$ cat src/rtl/gate_drv.sv
// gate_drv: H-bridge gate driver for a DRSSTC.
// It takes the phase-advanced feedback sgn_pre and drives two complementary
// gate pairs with programmable dead time. Bursts are gated by intr, and every
// start and stop falls on a feedback zero-crossing. An over-current stops the
// bridge at the next crossing and latches fault.
// Optional feature macro: GATE_DRV_WDOG_EN adds a feedback-loss watchdog.
module gate_drv #(
  parameter int DT_PARAMETER   = 255,
  parameter int CYC_PARAMETER  = 1023,
  parameter int WDOG_PARAMETER = 4095
) (
  input  logic                               clk,
  input  logic                               rst_n,
  input  logic                               sgn_pre,
  input  logic                               intr,
  input  logic                               ocd,
  input  logic [$clog2(DT_PARAMETER+1)-1:0]  dt,
  input  logic [$clog2(CYC_PARAMETER+1)-1:0] max_cyc,
  output logic                               out_a,
  output logic                               out_b,
  output logic                               busy,
  output logic                               fault
);

  localparam int DT_W  = $clog2(DT_PARAMETER + 1);
  localparam int CYC_W = $clog2(CYC_PARAMETER + 1);

  localparam logic [DT_W-1:0]  DT_ONE   = DT_W'(1);
  localparam logic [CYC_W-1:0] CYC_ZERO = CYC_W'(0);
  localparam logic [CYC_W-1:0] CYC_ONE  = CYC_W'(1);
  localparam logic [CYC_W-1:0] CYC_MAX  = CYC_W'(CYC_PARAMETER);

  // Reject parameter values that would leave a counter without a usable range.
  if (DT_PARAMETER < 1 || CYC_PARAMETER < 1 || WDOG_PARAMETER < 2) begin : g_param_check
    $error("gate_drv: parameter out of range");
  end

  typedef enum logic [1:0] {
    ST_IDLE  = 2'd0,
    ST_ARMED = 2'd1,
    ST_DEAD  = 2'd2,
    ST_DRIVE = 2'd3
  } state_t;

  state_t           state_r, state_s;
  logic             sgn_d_r;
  logic             pol_r, pol_s;
  logic [DT_W-1:0]  dead_cnt_r, dead_cnt_s;
  logic [CYC_W-1:0] cyc_cnt_r, cyc_cnt_s;
  logic             stop_req_r, stop_req_s;
  logic             fault_r, fault_s;
  logic             out_a_r, out_a_s;
  logic             out_b_r, out_b_s;
  logic             busy_r, busy_s;

  logic             edge_s;
  logic [DT_W-1:0]  dt_eff_s;
  logic [CYC_W-1:0] cyc_inc_s;
  logic             limit_hit_s;

  assign edge_s      = sgn_pre ^ sgn_d_r;
  // A programmed dead time of zero still leaves one cycle with both pairs off.
  assign dt_eff_s    = (dt == {DT_W{1'b0}}) ? DT_ONE : dt;
  assign cyc_inc_s   = (cyc_cnt_r == CYC_MAX) ? cyc_cnt_r : (cyc_cnt_r + CYC_ONE);
  assign limit_hit_s = (max_cyc != CYC_ZERO) && (cyc_inc_s >= max_cyc);

`ifdef GATE_DRV_WDOG_EN
  localparam int WD_W = $clog2(WDOG_PARAMETER + 1);
  localparam logic [WD_W-1:0] WD_ZERO = WD_W'(0);
  localparam logic [WD_W-1:0] WD_ONE  = WD_W'(1);
  localparam logic [WD_W-1:0] WD_LAST = WD_W'(WDOG_PARAMETER - 1);

  logic [WD_W-1:0] wdog_cnt_r, wdog_cnt_s;
  logic            wdog_trip_s;

  // Feedback-loss timer: counts cycles without an edge while the bridge is active.
  always_comb begin
    wdog_cnt_s  = WD_ZERO;
    wdog_trip_s = 1'b0;
    if ((state_r == ST_DEAD || state_r == ST_DRIVE) && !edge_s) begin
      if (wdog_cnt_r == WD_LAST) begin
        wdog_trip_s = 1'b1;
      end else begin
        wdog_cnt_s = wdog_cnt_r + WD_ONE;
      end
    end else begin
      wdog_cnt_s = WD_ZERO;
    end
  end

  // Watchdog counter register.
  always_ff @(posedge clk or negedge rst_n) begin
    if (!rst_n) begin
      wdog_cnt_r <= WD_ZERO;
    end else begin
      wdog_cnt_r <= wdog_cnt_s;
    end
  end
`endif

  // Next-state and next-output logic; gate pairs only change on edge-aligned transitions.
  always_comb begin
    state_s    = state_r;
    pol_s      = pol_r;
    dead_cnt_s = dead_cnt_r;
    cyc_cnt_s  = cyc_cnt_r;
    stop_req_s = stop_req_r;
    fault_s    = fault_r;
    out_a_s    = 1'b0;
    out_b_s    = 1'b0;

    case (state_r)
      ST_IDLE: begin
        stop_req_s = 1'b0;
        if (!intr) begin
          fault_s = 1'b0;
        end else if (!fault_r) begin
          state_s   = ST_ARMED;
          cyc_cnt_s = CYC_ZERO;
        end else begin
          state_s = ST_IDLE;
        end
      end

      ST_ARMED: begin
        if (ocd) begin
          fault_s = 1'b1;
          state_s = ST_IDLE;
        end else if (!intr) begin
          state_s = ST_IDLE;
        end else if (edge_s) begin
          state_s    = ST_DEAD;
          pol_s      = sgn_pre;
          dead_cnt_s = dt_eff_s;
        end else begin
          state_s = ST_ARMED;
        end
      end

      ST_DEAD: begin
        if (ocd) begin
          stop_req_s = 1'b1;
          fault_s    = 1'b1;
        end else begin
          stop_req_s = stop_req_r;
        end
`ifdef GATE_DRV_WDOG_EN
        if (wdog_trip_s) begin
          state_s = ST_IDLE;
          fault_s = 1'b1;
        end else
`endif
        if (edge_s && (stop_req_r || ocd || !intr)) begin
          state_s = ST_IDLE;
        end else if (edge_s) begin
          // A glitch back during dead time restarts the wait on the final level.
          pol_s      = sgn_pre;
          dead_cnt_s = dt_eff_s;
        end else if (dead_cnt_r <= DT_ONE) begin
          state_s = ST_DRIVE;
          out_a_s = pol_r;
          out_b_s = ~pol_r;
        end else begin
          dead_cnt_s = dead_cnt_r - DT_ONE;
        end
      end

      ST_DRIVE: begin
        if (ocd) begin
          stop_req_s = 1'b1;
          fault_s    = 1'b1;
        end else begin
          stop_req_s = stop_req_r;
        end
`ifdef GATE_DRV_WDOG_EN
        if (wdog_trip_s) begin
          state_s = ST_IDLE;
          fault_s = 1'b1;
        end else
`endif
        if (edge_s) begin
          cyc_cnt_s = cyc_inc_s;
          if (!intr || stop_req_r || ocd || limit_hit_s) begin
            state_s = ST_IDLE;
          end else begin
            state_s    = ST_DEAD;
            pol_s      = sgn_pre;
            dead_cnt_s = dt_eff_s;
          end
        end else begin
          // Hold the conducting pair until the next zero-crossing.
          out_a_s = out_a_r;
          out_b_s = out_b_r;
        end
      end

      default: begin
        state_s = ST_IDLE;
      end
    endcase

    busy_s = (state_s != ST_IDLE);
  end

  // State, counters and registered outputs; reset forces both gate pairs off.
  always_ff @(posedge clk or negedge rst_n) begin
    if (!rst_n) begin
      state_r    <= ST_IDLE;
      sgn_d_r    <= 1'b0;
      pol_r      <= 1'b0;
      dead_cnt_r <= {DT_W{1'b0}};
      cyc_cnt_r  <= CYC_ZERO;
      stop_req_r <= 1'b0;
      fault_r    <= 1'b0;
      out_a_r    <= 1'b0;
      out_b_r    <= 1'b0;
      busy_r     <= 1'b0;
    end else begin
      state_r    <= state_s;
      sgn_d_r    <= sgn_pre;
      pol_r      <= pol_s;
      dead_cnt_r <= dead_cnt_s;
      cyc_cnt_r  <= cyc_cnt_s;
      stop_req_r <= stop_req_s;
      fault_r    <= fault_s;
      out_a_r    <= out_a_s;
      out_b_r    <= out_b_s;
      busy_r     <= busy_s;
    end
  end

  assign out_a = out_a_r;
  assign out_b = out_b_r;
  assign busy  = busy_r;
  assign fault = fault_r;

endmodule

$ cat config.mk
export PLATFORM = sky130hd
export DESIGN_NAME = gate_drv
export DESIGN_NICKNAME = d
export VERILOG_FILES = /design/src/rtl/gate_drv.sv
export SDC_FILE = /design/constraint.sdc
export NUM_CORES = 1
export LEC_CHECK = 0
export ABC_AREA = 0
export CAP_MARGIN = 20
export CORE_MARGIN = 2
export CORE_UTILIZATION = 30
export CTS_CLUSTER_DIAMETER = 60
export DETAILED_ROUTE_END_ITERATION = 8
export PLACE_DENSITY = 0.48
export SLEW_MARGIN = 20
export SYNTH_ARGS = -nofsm -noshare
export SYNTH_HDL_FRONTEND = slang
export SYNTH_SLANG_ARGS = --single-unit
$ cat constraint.sdc
create_clock -name clk -period 4.6 [get_ports clk]
set_clock_uncertainty 0.2 [all_clocks]
set_input_delay 1.15 -clock clk [delete_from_list [all_inputs] [get_ports clk]]
set_output_delay 1.15 -clock clk [all_outputs]
set_load 0.005 [all_outputs]
### Word level (Yosys, flattened, before mapping)

Cells that the tools add are included.
W data, S select, Z words.

* output and inout port bits: 4
* flip-flop bits (word level): 27

* reduce and logical (&&, ||, !) cells: 22
* equal/unequal tests: 16
* order comparisons: 2
* muxes and demuxes: 46
* bitwise operators: 2
* $add $sub $neg: 2

Operator list (number)
* $mux W8: 9
* $mux W10: 4
* $pmux W8 S3: 1
* $pmux W10 S2: 1
* $mux W2: 9
* $ne A2 B2 Y1 const B: 9
* $mux W1: 16
* $add A10 B1 Y10 const B: 1
* $eq A10 B10 Y1 const B: 1
* $ge A10 B10 Y1: 1
* $reduce_bool A10 Y1: 1
* $le A8 B1 Y1 const B: 1
* $logic_not A8 Y1: 1
* $pmux W1 S2: 4
* $pmux W2 S4: 1
* $reduce_and A8 Y1: 1
* $sub A8 B1 Y8 const B: 1
* $reduce_and A6 Y1: 1
* $reduce_bool A2 Y1: 3
* $logic_or A1 B1 Y1: 5
* $eq A2 B2 Y1 const B: 2
* $ne A2 B1 Y1 const B: 2
* $reduce_and A2 Y1: 2
* $reduce_and A4 Y1: 1
* other kinds (11): 12

### Logic depth before layout (Yosys ltp)

* word-level depth: 9
* depth in mapped cells: 13

### Worst setup path after synthesis

No wires, ideal clock.

* path kind: register -> register
* start: register cyc_cnt_r[0]
* end: register dead_cnt_r[0]
* cell stages (with the launch flop): 13
* path slack: 1.307 ns
* buffers on the path: 1
* required time: 4.335 ns
* setup time: 0.065 ns
* arrival time: 3.028 ns
* period minus slack after synthesis: 3.293 ns
* cells stage by stage: dfrtp_1 > ha_1 > nand2_1 > o31ai_1 > nor2_1 > xor2_1 > ha_1 > a41oi_1 > nor3_1 > o311ai_2 > and2_1 > buf_6 > a31o_1

* longest elaborated chain between the ends: 7
* elaborated cells between the ends (all ways): 8
* those cells by class: 1 x add/sub; 1 x order compare; 2 x eq/ne; 1 x mux; 3 x reduce/logical

Ends and longest elaborated chain
* start: declaration: RTL line 49 `logic [CYC_W-1:0] cyc_cnt_r, cyc_cnt_s;`
* start signal: assignment: RTL line 223 `cyc_cnt_r <= cyc_cnt_s;`
* $add A10 B1 Y10 / $eq A10 B10 Y1 (equally long branches): RTL line 64 `assign cyc_inc_s = (cyc_cnt_r == CYC_MAX) ? cyc_cnt_r : (cyc_cnt_r + CYC_ONE);`
* $mux W10 *: RTL line 64
* $ge A10 B10 Y1 *: RTL line 65 `assign limit_hit_s = (max_cyc != CYC_ZERO) && (cyc_inc_s >= max_cyc);`
* $logic_and A1 B1 Y1 *: RTL line 65
* $logic_or A1 B1 Y1 *: RTL line 183 `if (!intr || stop_req_r || ocd || limit_hit_s) begin`
* $ne A2 B2 Y1 (no line) *
* $reduce_and A8 Y1 (no line) *
* end signal: assignment: RTL line 211 `dead_cnt_r <= {DT_W{1'b0}};`
* end signal: assignment: RTL line 222 `dead_cnt_r <= dead_cnt_s;`
* end: declaration: RTL line 48 `logic [DT_W-1:0] dead_cnt_r, dead_cnt_s;`

Every way passes the cells marked *; elsewhere a longest branch is shown, timed or not.
A chain may end at the register's enable or synchronous reset.

### Worst setup path after layout

* start: register cyc_cnt_r[3]
* end: register dead_cnt_r[0]

The elaborated chain is that of the path after synthesis.

==> results_dict.tcl <==
set metrics [dict create \
    power_density_mw_per_mm2 331.8 \
    synth_edf_count 0 \
    syn2layout_area_growth_pct 19.71 \
    fin_hold_ws_ps 349.9 \
    period_share_pct 80.77 \
    syn_avg_cell_area_um2 8.304 \
    post_drt_wl_per_cell_um 14.43 \
    die_x_um 85.00 \
    finalSetupViolations 0 \
    drc 0 \
    ant_nets 0 \
    path_cells "nand4_1 > nor3_1 > xor2_1 > ha_1 > nand2b_1 > a211oi_1 > nor3_1 > o311ai_2 > and2_1 > a31o_1" \
    layout-drive-gt1-share_pct 6.084 \
    clk_latency_ps 280 \
    critPathMaxStageDelay_ps 540 \
    postCtsSetupBuffers 0 \
    firstDrtPassIters 5 \
    viasPerCell 5.326 \
    cts_tree "yes" \
    routed.top_layer "met4" \
    grt_overflow 0 \
    n_fill_cell 647 \
    grt_first_pass_wirelength_mm 8.473 \
    hold_violations 0 \
    wl_met2_mm 2.235 \
    cp-start-kind "register" \
    cts.sinks 27 \
    coreArea_mm2 0.006350 \
    die_y_um 85.00 \
    synth_top_cells_by_area "dfrtp_1, ha_1, nand2_1" \
    crit_buf_inv 0 \
    synthDistinctLibCells 45 \
    reg2reg_depth 10 \
    wl_met3_um 137 \
    worst_pin_slew_ps 553.7 \
    grtUsageTotal_pct 14.57 \
    wl_met1_mm 2.479 \
    worstPathArrival_ps 3750 \
    clock_path_buffers 2 \
    root_buffer "clkbuf_8" \
    num-nets-final 300 \
    crit_type "reg -> reg" \
    crit_end "dead_cnt_r[0]$_DFFE_PN0P_" \
    layout_min_cycle_time_ps 3715 \
    synth_cells 237 \
    portBuffers 26 \
    p_leak_nw 0.9994 \
    synth.cell_area_mm2 0.001968 \
    required_ps 4630 \
    ys_warn_count 0 \
    ys_ff_latch 27 \
    r2r-end "dead_cnt_r[0]$_DFFE_PN0P_" \
    cp.depth 10 \
    slew_headroom_pct 62.80 \
    reg2reg_slack_ps 880 \
    endpoint_kind "register" \
    slew_violations 0 \
    synth_top_area_cell "dfrtp_1" \
    yosysSeqAreaShare_pct 34.33 \
    crit_start "cyc_cnt_r[3]$_DFFE_PN0P_" \
    vias 1811 \
    ys.flop_type "dfrtp_1" \
    rows 29 \
    diodes 0 \
    final.setup.tns_ps 0 \
    hold_buffers 0 \
    crit_slowest_cell "nor3_1" \
    first_iter_violations 82 \
    cts_buffers 3 \
    antenna_found_initial 0 \
    syn-num-nets 273 \
    path_common_cell "nor3_1" \
    die_area_mm2 0.007224 \
    yosysTopAreaCellShare_pct 34.33 \
    rsz0062_at_grt "no" \
    ioPinCount 27 \
    hp-class "reg -> reg" \
    peakVddDrop_mv 0.1484 \
    initial_core_util_pct 31.00 \
    cts_resized 0 \
    r2r_start "cyc_cnt_r[3]$_DFFE_PN0P_" \
    hpwl_mm 3.772 \
    crit_family "simple AND/OR/NAND/NOR gates" \
    fmax_mhz 269.2 \
    htreeDepth 1 \
    clkTransAtPathRegs_ps 100 \
    grt_max_degree 28 \
    status "complete, no violations" \
    drt_wl_total_mm 4.907 \
    whs_path_depth 1 \
    synth_async_sr_flop_share_pct 100.0 \
    critPathMaxFanout 8 \
    gp_congestion 0.7928 \
    cap_violations 0 \
    first_global_vias 1759 \
]
## logic make-up (layout without fill, tap and decap cells)
family                     after synthesis  count (layout)  share of synthesized area, %
and+or+nand+nor                        104             104                         26.45
AOI/OAI and AO/OA                       61              61                         20.47
DFF                                     27              27                         34.33
buffers and inverters                   22              48                         4.895
adders and majority gates               13              13                         8.265
xor gates and xnor gates                 8               8                         4.514
muxes                                    2               2                         1.081
## how the worst min path moves through the flow
stage / slack (ps) / to / startpoint
finish: 350 / cyc_cnt_r[6]$_DFFE_PN0P_ / cyc_cnt_r[6]$_DFFE_PN0P_
floorplan: 280 / out_b$_DFFE_PN0N_ / pol_r$_DFFE_PN0P_
CTS: 360 / cyc_cnt_r[6]$_DFFE_PN0P_ / cyc_cnt_r[6]$_DFFE_PN0P_
global route: 380 / cyc_cnt_r[6]$_DFFE_PN0P_ / cyc_cnt_r[6]$_DFFE_PN0P_
detailed placement: 320 / out_a$_DFFE_PN0N_ / out_a$_DFFE_PN0N_
global placement: 310 / cyc_cnt_r[1]$_DFFE_PN0P_ / cyc_cnt_r[1]$_DFFE_PN0P_
## area by class of cell
type                            count  area, um2  area share [%]
Multi-Input combinational cell    188       1196           50.77
Clock buffer                        4      45.04           1.912
Timing Repair Buffer               30      290.3           12.32
Sequential cell                    27      675.6           28.68
Inverter                           14      52.55           2.230
Tap cell                           77      96.34           4.089
## sequential cells by signal, summed over array words and instances (netlist names)
signal and count:
dead_cnt_r 8, busy 1, pol_r 1, out_a 1
out_b 1, cyc_cnt_r 10, fault 1, state_r 2
stop_req_r 1, sgn_d_r 1
## layer usage
| layer | vias up | track usage, % |
|---|---|---|
| met2 | 38 | 23.44 |
| met4 | 0 | 3.896 |
| li1 | 912 | - |
| met3 | 4 | 1.459 |
| met1 | 857 | 20.91 |
| met5 | - | 0 |
## synth_stat cells (2+ instances only)
| master | n |
|---|---|
| a211oi_1 | 2 |
| a21oi_1 | 16 |
| a22o_1 | 4 |
| a31oi_1 | 6 |
| and2_1 | 3 |
| buf_2 | 3 |
| clkbuf_1 | 2 |
| clkbuf_2 | 2 |
| dfrtp_1 | 27 |
| ha_1 | 13 |
| inv_1 | 14 |
| nand2_1 | 38 |
| nand2b_1 | 2 |
| nand3_1 | 13 |
| nand3b_1 | 3 |
| nand4_1 | 5 |
| nor2_1 | 16 |
| nor3_1 | 11 |
| nor3b_1 | 2 |
| nor4_1 | 5 |
| o21a_1 | 3 |
| o21ai_0 | 16 |
| o31ai_1 | 4 |
| xnor2_1 | 3 |
| xor2_1 | 4 |
## cell usage in the layout, fill, tap and decap left out, types with 11 or more instances in the layout
cell type / netlist / final
inv_1: 14 / 14
ha_1: 13 / 13
clkdlybuf4s50_1: 0 / 26
a21oi_1: 16 / 16
nand3_1: 13 / 13
o21ai_0: 16 / 16
nor2_1: 16 / 16
dfrtp_1: 27 / 27
nor3_1: 11 / 11
nand2_1: 38 / 38
## where the power goes
group	internal [mW]	leakage [nW]	switching [mW]
Clock	0.0624	0.0228	0.0835
Sequential	0.291	0.351	0.0717
Combinational	0.121	0.626	0.152
Total	0.474	0.999	0.307
## metrics by stage
| stage | power [mW] | worst slack (ps) | instance area [um2] | util (%) | cells |
|---|---|---|---|---|---|
| after detailed placement | 0.6450 | 811.1 | 2311 | 36.39 | 336 |
| final | 0.7817 | 884.7 | 2356 | 37.10 | 340 |
| after floorplan | 0.5425 | 1307 | 1968 | - | 237 |
| after global placement | 0.6471 | 821.7 | 2311 | 36.39 | 336 |
| after global routing | 0.8486 | 476.9 | 2356 | 37.10 | 340 |
| after CTS | 0.7891 | 855.7 | 2356 | 37.10 | 340 |
## worst register-to-register path: stages, from the launching register on
cell and delay (ps):
dfrtp_1 480, nand4_1 260, nor3_1 540, xor2_1 290, ha_1 280, nand2b_1 140
a211oi_1 250, nor3_1 100, o311ai_2 530, and2_1 410, a31o_1 190
(Power assumes the default switching activity.)
